## src/rtl/alu_share_ctrl_pkg.sv

```systemverilog
// ============================================================================
// Module      : alu_share_ctrl_pkg
// Description : Shared ALU op codes, boolean constants and sharing-FSM states.
// Revision    : 1.0 - initial release
// ============================================================================
`default_nettype none

package alu_share_ctrl_pkg;

    localparam logic TRUE  = 1'b1;
    localparam logic FALSE = 1'b0;

    localparam logic [4:0] ALU_ADD  = 5'd0;
    localparam logic [4:0] ALU_SUB  = 5'd1;
    localparam logic [4:0] ALU_MUL  = 5'd2;
    localparam logic [4:0] ALU_JAL  = 5'd3;
    localparam logic [4:0] ALU_BEQ  = 5'd4;
    localparam logic [4:0] ALU_BNE  = 5'd5;
    localparam logic [4:0] ALU_BLT  = 5'd6;
    localparam logic [4:0] ALU_BGE  = 5'd7;
    localparam logic [4:0] ALU_BLTU = 5'd8;
    localparam logic [4:0] ALU_BGEU = 5'd9;

    typedef enum logic [1:0] {
        ALU_SHARE_IDLE = 2'd0,
        ALU_SHARE_EXEC = 2'd1,
        ALU_SHARE_DONE = 2'd2
    } alu_share_state_t;

endpackage

`default_nettype wire

```

## src/rtl/alu_share_ctrl_if.sv

```systemverilog
// ============================================================================
// Module      : alu_share_ctrl_if
// Description : Two issue request ports plus one tagged response channel.
// Revision    : 1.0 - initial release
// ============================================================================
`default_nettype none

interface alu_share_ctrl_if;

    logic        req0_valid;
    logic        req0_ready;
    logic [31:0] req0_src1;
    logic [31:0] req0_src2;
    logic [4:0]  req0_op;

    logic        req1_valid;
    logic        req1_ready;
    logic [31:0] req1_src1;
    logic [31:0] req1_src2;
    logic [4:0]  req1_op;

    logic        resp_valid;
    logic        resp_ready;
    logic        resp_id;
    logic [31:0] resp_result;
    logic        resp_branch_en;

    // Requesters and response consumer
    modport master (
        output req0_valid, req0_src1, req0_src2, req0_op,
        output req1_valid, req1_src1, req1_src2, req1_op,
        output resp_ready,
        input  req0_ready, req1_ready,
        input  resp_valid, resp_id, resp_result, resp_branch_en
    );

    // Sharing controller
    modport slave (
        input  req0_valid, req0_src1, req0_src2, req0_op,
        input  req1_valid, req1_src1, req1_src2, req1_op,
        input  resp_ready,
        output req0_ready, req1_ready,
        output resp_valid, resp_id, resp_result, resp_branch_en
    );

endinterface

`default_nettype wire

```

## src/rtl/alu_share_ctrl_alu_stage.sv

```systemverilog
// ============================================================================
// Module      : alu_share_ctrl_alu_stage
// Description : Shared integer datapath: ADD/SUB/MUL and branch compare.
// Revision    : 1.0 - initial release
// ============================================================================
`default_nettype none

module alu_share_ctrl_alu_stage
    import alu_share_ctrl_pkg::*;
(
    input  wire logic [31:0] i_src1,
    input  wire logic [31:0] i_src2,
    input  wire logic [4:0]  i_op,
    output logic      [31:0] o_result,
    output logic             o_branch_en
);

    always_comb begin
        o_result    = 32'h0;
        o_branch_en = FALSE;
        case (i_op)
            ALU_ADD:  o_result    = i_src1 + i_src2;
            ALU_SUB:  o_result    = i_src1 - i_src2;
            ALU_MUL:  o_result    = i_src1 * i_src2;
            ALU_JAL:  o_branch_en = TRUE;
            ALU_BEQ:  o_branch_en = (i_src1 == i_src2);
            ALU_BNE:  o_branch_en = (i_src1 != i_src2);
            ALU_BLT:  o_branch_en = ($signed(i_src1) <  $signed(i_src2));
            ALU_BGE:  o_branch_en = ($signed(i_src1) >= $signed(i_src2));
            ALU_BLTU: o_branch_en = (i_src1 <  i_src2);
            ALU_BGEU: o_branch_en = (i_src1 >= i_src2);
            default:  o_branch_en = FALSE;
        endcase
    end

endmodule

`default_nettype wire

```

## src/rtl/alu_share_ctrl.sv

```systemverilog
// ============================================================================
// Module      : alu_share_ctrl
// Description : Arbitrates two issue requesters onto one shared ALU stage and
//               returns a tagged result. ALU_SHARE_RR_EN selects round-robin.
// Revision    : 1.0 - initial release
// ============================================================================
`default_nettype none

module alu_share_ctrl
    import alu_share_ctrl_pkg::*;
#(
    parameter int MUL_CYCLES = 3
) (
    input  wire logic        clk,
    input  wire logic        rst,
    alu_share_ctrl_if.slave  bus
);

    localparam logic       c_mul_multi = (MUL_CYCLES > 1);
    localparam logic [3:0] c_mul_load  = (MUL_CYCLES > 1) ? 4'(MUL_CYCLES - 2) : 4'd0;

    alu_share_state_t r_state;
    alu_share_state_t w_state_nxt;

    logic [3:0]  r_cnt;
    logic [31:0] r_src1;
    logic [31:0] r_src2;
    logic [4:0]  r_op;
    logic        r_id;

    logic        w_prefer1;
    logic        w_grant1;
    logic        w_ready0;
    logic        w_ready1;
    logic        w_accept;
    logic [4:0]  w_req_op;
    logic [31:0] w_dp_result;
    logic        w_dp_branch;

`ifdef ALU_SHARE_RR_EN
    logic r_last_grant;

    // Reset value 1 lets req0 win the first tie.
    always_ff @(posedge clk) begin
        if (rst)
            r_last_grant <= 1'b1;
        else if (w_accept)
            r_last_grant <= w_grant1;
    end

    assign w_prefer1 = ~r_last_grant;
`else
    assign w_prefer1 = 1'b0;
`endif

    assign w_grant1 = bus.req1_valid & (~bus.req0_valid | w_prefer1);
    assign w_req_op = w_grant1 ? bus.req1_op : bus.req0_op;

    always_comb begin
        w_state_nxt = r_state;
        w_ready0    = FALSE;
        w_ready1    = FALSE;
        case (r_state)
            ALU_SHARE_IDLE: begin
                // Gated by rst so no handshake is advertised that the edge would drop.
                w_ready0 = ~rst & bus.req0_valid & ~w_grant1;
                w_ready1 = ~rst & w_grant1;
                if (w_ready0 | w_ready1) begin
                    if ((w_req_op == ALU_MUL) && c_mul_multi)
                        w_state_nxt = ALU_SHARE_EXEC;
                    else
                        w_state_nxt = ALU_SHARE_DONE;
                end
            end
            ALU_SHARE_EXEC: begin
                if (r_cnt == 4'd0)
                    w_state_nxt = ALU_SHARE_DONE;
            end
            ALU_SHARE_DONE: begin
                if (bus.resp_ready)
                    w_state_nxt = ALU_SHARE_IDLE;
            end
            default: w_state_nxt = ALU_SHARE_IDLE;
        endcase
    end

    assign w_accept = w_ready0 | w_ready1;

    always_ff @(posedge clk) begin
        if (rst) begin
            r_state <= ALU_SHARE_IDLE;
            r_cnt   <= 4'd0;
            r_src1  <= 32'h0;
            r_src2  <= 32'h0;
            r_op    <= ALU_ADD;
            r_id    <= 1'b0;
        end else begin
            r_state <= w_state_nxt;
            if (w_accept) begin
                r_src1 <= w_grant1 ? bus.req1_src1 : bus.req0_src1;
                r_src2 <= w_grant1 ? bus.req1_src2 : bus.req0_src2;
                r_op   <= w_req_op;
                r_id   <= w_grant1;
                r_cnt  <= c_mul_load;
            end else if ((r_state == ALU_SHARE_EXEC) && (r_cnt != 4'd0)) begin
                r_cnt <= r_cnt - 4'd1;
            end
        end
    end

    // Datapath sees only the latched operands, which hold steady through DONE,
    // so the response fields are stable for as long as resp_valid is high.
    alu_share_ctrl_alu_stage u_alu_stage (
        .i_src1      (r_src1),
        .i_src2      (r_src2),
        .i_op        (r_op),
        .o_result    (w_dp_result),
        .o_branch_en (w_dp_branch)
    );

    assign bus.req0_ready     = w_ready0;
    assign bus.req1_ready     = w_ready1;
    assign bus.resp_valid     = (r_state == ALU_SHARE_DONE);
    assign bus.resp_id        = r_id;
    assign bus.resp_result    = w_dp_result;
    assign bus.resp_branch_en = w_dp_branch;

endmodule

`default_nettype wire
```

## src/flat_wrapper.sv

```systemverilog
// flat-port wrapper written by rule: the top's interface ports become plain ports
module alu_share_ctrl_flat import alu_share_ctrl_pkg::*;
#(
    parameter int MUL_CYCLES = 3
)
  (clk, rst, bus_req0_valid, bus_req0_src1, bus_req0_src2, bus_req0_op, bus_req1_valid, bus_req1_src1, bus_req1_src2, bus_req1_op, bus_resp_ready, bus_req0_ready, bus_req1_ready, bus_resp_valid, bus_resp_id, bus_resp_result, bus_resp_branch_en);
  alu_share_ctrl_if bus_i ();
  input  wire logic clk;
  input  wire logic rst;
  input wire logic [$bits(bus_i.req0_valid)-1:0] bus_req0_valid;
  input wire logic [$bits(bus_i.req0_src1)-1:0] bus_req0_src1;
  input wire logic [$bits(bus_i.req0_src2)-1:0] bus_req0_src2;
  input wire logic [$bits(bus_i.req0_op)-1:0] bus_req0_op;
  input wire logic [$bits(bus_i.req1_valid)-1:0] bus_req1_valid;
  input wire logic [$bits(bus_i.req1_src1)-1:0] bus_req1_src1;
  input wire logic [$bits(bus_i.req1_src2)-1:0] bus_req1_src2;
  input wire logic [$bits(bus_i.req1_op)-1:0] bus_req1_op;
  input wire logic [$bits(bus_i.resp_ready)-1:0] bus_resp_ready;
  output wire logic [$bits(bus_i.req0_ready)-1:0] bus_req0_ready;
  output wire logic [$bits(bus_i.req1_ready)-1:0] bus_req1_ready;
  output wire logic [$bits(bus_i.resp_valid)-1:0] bus_resp_valid;
  output wire logic [$bits(bus_i.resp_id)-1:0] bus_resp_id;
  output wire logic [$bits(bus_i.resp_result)-1:0] bus_resp_result;
  output wire logic [$bits(bus_i.resp_branch_en)-1:0] bus_resp_branch_en;
  assign bus_i.req0_valid = bus_req0_valid;
  assign bus_i.req0_src1 = bus_req0_src1;
  assign bus_i.req0_src2 = bus_req0_src2;
  assign bus_i.req0_op = bus_req0_op;
  assign bus_i.req1_valid = bus_req1_valid;
  assign bus_i.req1_src1 = bus_req1_src1;
  assign bus_i.req1_src2 = bus_req1_src2;
  assign bus_i.req1_op = bus_req1_op;
  assign bus_i.resp_ready = bus_resp_ready;
  assign bus_req0_ready = bus_i.req0_ready;
  assign bus_req1_ready = bus_i.req1_ready;
  assign bus_resp_valid = bus_i.resp_valid;
  assign bus_resp_id = bus_i.resp_id;
  assign bus_resp_result = bus_i.resp_result;
  assign bus_resp_branch_en = bus_i.resp_branch_en;
  alu_share_ctrl #(.MUL_CYCLES(MUL_CYCLES)) u_core (.clk(clk), .rst(rst), .bus(bus_i));
endmodule
```

## config.mk

```make
export PLATFORM = sky130hd
export DESIGN_NAME = alu_share_ctrl_flat
export DESIGN_NICKNAME = d
export VERILOG_FILES = /design/src/rtl/alu_share_ctrl_pkg.sv /design/src/rtl/alu_share_ctrl_if.sv /design/src/rtl/alu_share_ctrl_alu_stage.sv /design/src/rtl/alu_share_ctrl.sv /design/src/flat_wrapper.sv
export SDC_FILE = /design/constraint.sdc
export NUM_CORES = 2
export LEC_CHECK = 0
export ABC_AREA = 1
export BUFFER_PORTS_ARGS = -buffer_cell sky130_fd_sc_hd__buf_2
export CORE_MARGIN = 5
export CORE_UTILIZATION = 60
export DETAILED_ROUTE_END_ITERATION = 16
export PLACE_DENSITY_LB_ADDON = 0.08
export SKIP_LAST_GASP = 1
export SLEW_MARGIN = 15
export SYNTH_ARGS = -nofsm -noshare
export SYNTH_HDL_FRONTEND = slang
export SYNTH_SLANG_ARGS = --single-unit
```

## constraint.sdc

```tcl
create_clock -name clk -period 7.6 [get_ports clk]
set_clock_uncertainty 0.15 [all_clocks]
set_input_delay 0.38 -clock clk [delete_from_list [all_inputs] [get_ports clk]]
set_output_delay 0.38 -clock clk [all_outputs]
set_load 0.005 [all_outputs]
```

Word-level counts from Yosys, hierarchy flattened:

Cells that the tools add are included.

* $add $sub $neg: 3
* multipliers: 1
* $lt $le $gt $ge: 4
* equal/unequal tests: 17
* multiplexer cells: 14
* bitwise operators: 9
* reductions and logical operators: 8

Operators with widths (count)
* $pmux W32 S3: 1
* $ge A32 B32 Y1: 2
* $lt A32 B32 Y1: 2
* $mux W32: 2
* $add A32 B32 Y32: 1
* $eq A32 B32 Y1: 1
* $mul A32 B32 Y32: 1
* $ne A32 B32 Y1: 1
* $sub A32 B32 Y32: 1
* $eq A5 B3 Y1 const B: 4
* $eq A5 B2 Y1 const B: 3
* $eq A5 B4 Y1 const B: 2
* $mux W2: 4
* $pmux W1 S7: 1
* $pmux W2 S3: 1
* $eq A5 B1 Y1 const B: 1
* $logic_not A5 Y1: 1
* $mux W5: 1
* $and A1 B1 Y1: 4
* $logic_not A4 Y1: 1
* $mux W1: 4
* $ne A2 B1 Y1 const B: 2
* $reduce_bool A4 Y1: 1
* $sub A4 B1 Y4 const B: 1
* 10 further kinds: 13

* flip-flop bits (word level): 76
* input port bits: 143

Longest topological paths before layout:

* depth in word-level cells: 7
* depth in mapped cells: 34

Modules after synthesis:

Synthesis repeated with hierarchy kept, for this count alone.

* cell total of the unflattened synthesis: 3770
* area, all modules: 25124.1 um^2

Modules (own cells, without submodules)
* alu_share_ctrl_alu_stage: instances 1, cells each 3180, area an instance 21464.3 um^2, sequential area each 0.0 um^2
* alu_share_ctrl: instances 1, cells each 590, area an instance 3659.8 um^2, sequential area each 1521.5 um^2

Least setup slack after synthesis:

No wires, ideal clock.

* path kind: flip-flop to output port
* start: register u_core.r_src1[12]
* end: output bus_resp_result[22]
* data arrival time: 6.392 ns
* required time: 7.070 ns
* slack: 0.678 ns
* cell stages (with the launch flop): 27
* buffers on the path: 2
* path through: dfxtp_1 > clkbuf_1 > clkbuf_1 > nand2_1 > inv_1 > fa_1 > fa_1 > fa_1 > inv_1 > fa_1 > inv_1 > fa_1 > inv_1 > fa_1 > inv_1 > fa_1 > fa_1 > ha_1 > a21oi_1 > o21ai_0 > a21oi_1 > nand3_1 > nand3_1 > nand2_1 > or2_2 > nand3_1 > nand3_1

* cells in the longest elaborated chain, start to end: 2
* elaborated cells between the ends (all ways): 4

Ends and longest elaborated chain
* from (decl): line alu_share_ctrl.sv:26 `logic [31:0] r_src1;`
* from (signal assigned): line alu_share_ctrl.sv:100 `r_src1 <= w_grant1 ? bus.req1_src1 : bus.req0_src1;`
* $mul A32 B32 Y32, or another cell as far along: line alu_share_ctrl_alu_stage.sv:24 `ALU_MUL: o_result = i_src1 * i_src2;`
* $pmux W32 S3 (*): line alu_share_ctrl_alu_stage.sv:21 `case (i_op)`
* to (decl): line flat_wrapper.sv:23 `output wire logic [$bits(bus_i.resp_result)-1:0] bus_resp_result;`

Every way passes the cells marked *; elsewhere a longest branch is shown, timed or not.

Worst setup path after layout:

* start: register u_core.r_src1[18]
* end: output bus_resp_result[27]

The elaborated chain is that of the path after synthesis.

==> summary.md <==
| Metric | Value |
|---|---|
| Status | `complete, but fails checks` |
| Failing checks | `negative setup slack` |
| GRT Total Usage | `approximately two fifths` |
| Dpl hpwl | `between 70000 and 80000 µm` |
| Hold_sp | `bus_req0_src2[14]` |
| Vias in the first global route | `25500` |
| Commonest non-fill, non-tap cell in the layout | `inv_1` |
| TritonCTS buffer count | `9` |
| Synth cell types | `57` |
| Comb pwr share | `around four fifths` |
| Critical path class | `register to output port` |
| Fillers | `approximately 3300` |
| Die Ht | `212 µm` |
| Root buf cell | `clkbuf_16` |
| CP startpoint | `u_core.r_src1[18]` |
| Synth Register Bits | `76` |
| CTS H-tree lvls | `3` |
| CP arrival | `approximately 7.1 ns` |
| Register area | `1630 µm²` |
| DR pass1 iterations | `6` |
| Vias per inst | `approximately 5.7` |
| First-pass GRT wire length | `around 140000 µm` |
| Max stage delay on crit path | `0.62 ns` |
| Minimum clock period | `7.64 ns` |
| Die area | `44900 µm²` |
| Antenna violations before repair | `0` |
| Placed cells | `around 4200` |
| Effective utilization at floorplan | `about three fifths` |
| Fin. max-slew vios | `0` |
| Cell-internal power | `roughly 0.0028 W` |
| Area growth, synth to finish | `14.9%` |
| RSZ-0062 raised after global routing | `true` |
| Hold Path Depth | `3` |
| Max VDD drop | `0.000207 V` |
| Worst slew margin | `around 30%` |
| Design area | `about 28000 µm²` |
| Leak Pwr | `approximately 17 nW` |
| Core box area | `40600 µm²` |
| Share of cells above drive strength 1 | `between 15 and 20%` |
| Clock tree buffer depth | `2` |
| Hold_buf cts | `0` |
| Worst path required time | `slightly above 7 ns` |
| Net switching fraction of the power | `between 50 and 60%` |
| DR vias | `24300` |
| Clock Power Share | `under 10%` |
| Std-Cell Rows | `between 70 and 80` |
| Top cell type's share of synthesized area | `33.5%` |
| CTS sink count | `between 70 and 80` |
| Die span in x | `between 200 and 250 µm` |
| Asr flop ratio synth | `0%` |
| Hold WC Path Type | `primary input to register` |
| # port buffers | `around 180` |
| Residual DRC | `0` |
| Crit end category | `output port` |
| Final hold viol count | `0` |
| CP startpoint kind | `register` |
| Slew @ Worst Pin | `between 1 and 1.5 ns` |
| Top cells by area, synth | `fa_1, inv_1, nand2_1` |
| Clk slew on worst S/H paths | `roughly 0.07 ns` |
| Synth Instances | `between 3000 and 4000` |
| # IOs | `180` |
| Main synth FF type | `dfxtp_1` |
| Cell chain of the critical path | `buf_8 > buf_4 > nand2_1 > inv_1 > fa_1 > inv_1 > fa_1 > fa_1 > fa_1 > inv_2 > fa_1 > fa_1 > fa_1 > fa_1 > ha_4 > a21oi_1 > o21ai_2 > a21oi_1 > nand3_2 > or2_2 > nand3_2 > nand3_1 > buf_2` |
| Net switching power | `between 0.003 and 0.004 W` |
| Placed Area | `26700 µm²` |
| Slowest-stage cell, CP | `fa_1` |
| Critical path peak fanout | `10` |
| Seq pwr share | `roughly a tenth` |
| EDFF count, synth | `0` |
| Worst skew pair latency | `around 0.35 ns` |
| Crit path buffers/inverters | `6` |
| Cell area after synthesis | `between 20000 and 25000 µm²` |
| ANT cells | `0` |
| Instance count on the critical path | `23` |
| TritonCTS clock tree | `done` |
| Most frequent cells in the layout | `inv_1, nand2_1, fa_1` |
| Sequential area share after synthesis | `roughly 6.2%` |
| Drt initial violations | `2245` |
| MaxCap Viol Count | `0` |
| GRT overflow | `0` |
| Fin Hold WS | `between 0.1 and 0.15 ns` |
| Maximum number of pins on one net before global-route repair | `128` |
| Yosys warning count | `0` |
| Final Cycle Share | `101%` |
| FF-to-FF Start | `u_core.r_state[0]` |
| Cell taking the most area after synthesis | `fa_1` |
| Worst path top cell family by delay | `adder cells` |
| Final Setup Violations | `4` |
| Routed Antenna Nets | `0` |
| Most frequent CP cell | `fa_1` |
| Power density over the cells | `220 nW/µm²` |
| Routed len/inst | `around 20 µm` |
| Worst r2r path cells | `8` |
| Routability cong. | `roughly 1.0` |
| FMAX | `between 0.1 and 0.15 GHz` |
| Fin util | `a little over two thirds` |
| Nets | `around 4500` |
| Worst setup margin | `-0.0406 ns` |
| Mapped Nets | `4285` |
| Multi-input gate area | `19300 µm²` |
| Non-Filler Instances | `4290` |
| Drt total wl | `slightly below 90000 µm` |
| Syn avg cell area | `about 6.9 µm²` |
-- Yosys cell counts, types with 3 or more instances --
| library cell | n |
|---|---|
| inv_2 | 5 |
| o21bai_1 | 15 |
| nor3_2 | 3 |
| or2_1 | 3 |
| o21ai_2 | 4 |
| a31oi_1 | 57 |
| o221ai_1 | 5 |
| o31ai_1 | 3 |
| nor2_1 | 132 |
| nor2_2 | 5 |
| nand2_2 | 9 |
| buf_1 | 20 |
| buf_2 | 37 |
| a311oi_1 | 11 |
| a221oi_1 | 3 |
| clkbuf_2 | 4 |
| xnor2_1 | 4 |
| dfxtp_1 | 76 |
| nand2_1 | 883 |
| nand3_1 | 195 |
| o311ai_0 | 3 |
| a21oi_1 | 158 |
| o211ai_1 | 10 |
| ha_1 | 187 |
| inv_1 | 901 |
| or2_2 | 10 |
| nor4_1 | 5 |
| buf_4 | 5 |
| clkbuf_1 | 111 |
| o21ai_1 | 11 |
| a21oi_2 | 4 |
| nand3b_1 | 9 |
| fa_1 | 410 |
| nor3_1 | 20 |
| nand4_1 | 17 |
| mux2i_1 | 3 |
| o21a_1 | 6 |
| a21o_1 | 14 |
| o21ai_0 | 157 |
| xor2_1 | 11 |
-- worst register-to-register path, stage by stage, from the launching register on --
cell	delay, ns
dfxtp_1	0.35
nor2_1	0.20
inv_1	0.09
nor2_1	0.15
nor2_1	0.13
clkinv_2	0.13
buf_4	0.78
nor2_1	0.31
a311oi_1	0.78
-- sequential cells by signal, indices dropped and copies added (netlist names) --
signal	count
u_core.r_state	2
u_core.r_cnt	4
u_core.bus.resp_id	1
u_core.r_src1	32
u_core.r_src2	32
u_core.r_op	5
-- per-stage QoR --
step                      setup TNS [ns]  setup WS (ns)  total power [W]
after floorplan                        0          0.678          0.00327
after global placement            -0.288         -0.185          0.00479
after detailed placement          -0.789         -0.219          0.00488
after CTS                         -0.103        -0.0540          0.00562
after global routing               -1.70         -0.238          0.00666
final                            -0.0812        -0.0406          0.00618
-- final timing paths --
path / endpoint / slack, ns
max: bus_resp_result[27] / -0.04
min: u_core.r_src2[14] / 0.13
max reg2reg: u_core.r_src2[8] / 4.34
min reg2reg: u_core.r_cnt[1] / 0.36
-- power by group through the flow --
stage / Clock, W / Combinational, W / Sequential (W)
floorplan: 0 / 0.00275 / 0.000521
global placement: 0 / 0.00416 / 0.000632
detailed placement: 0 / 0.00424 / 0.000637
CTS: 0.000518 / 0.00446 / 0.000639
global route: 0.000534 / 0.00547 / 0.000656
finish: 0.000518 / 0.00501 / 0.000656
-- logic make-up after synthesis --
kind of cell	after synthesis	share of synthesized area [%]
xor+xnor	16	0.603
flops	76	6.22
compound gates	468	11.0
fa+ha+maj	597	43.1
mux	4	0.169
simple gates	1299	22.0
buf+inv	1085	17.0
-- timing repair --
| item | CTS | global route |
|---|---|---|
| pin swaps | 22 | 60 |
| resized for setup | 89 | 130 |
| cloned | 4 | 1 |
| setup endpoints to repair | 17 | 15 |
| setup buffers | 19 | 13 |
| hold endpoints to repair | 0 | 0 |
-- metal layers --
layer | GRT usage [%] | routed length [µm] | vias to the layer above
met5 | 0 | 0 | -
met4 | 22.8 | 6570 | 0
met1 | 48.3 | 31900 | 11600
met3 | 7.14 | 8400 | 359
li1 | - | - | 11100
met2 | 64.6 | 40900 | 1364
-- area by class of cell --
cell class,count,share of cell area (%)
tap,532,2.37
inverter,907,12.1
timing repair buffer,375,9.80
sequential,76,5.79
clock buffer,11,0.863
multi-input combinational,2384,68.7
clock inverter,5,0.383
Note: power is estimated with default switching activity, not from simulation.
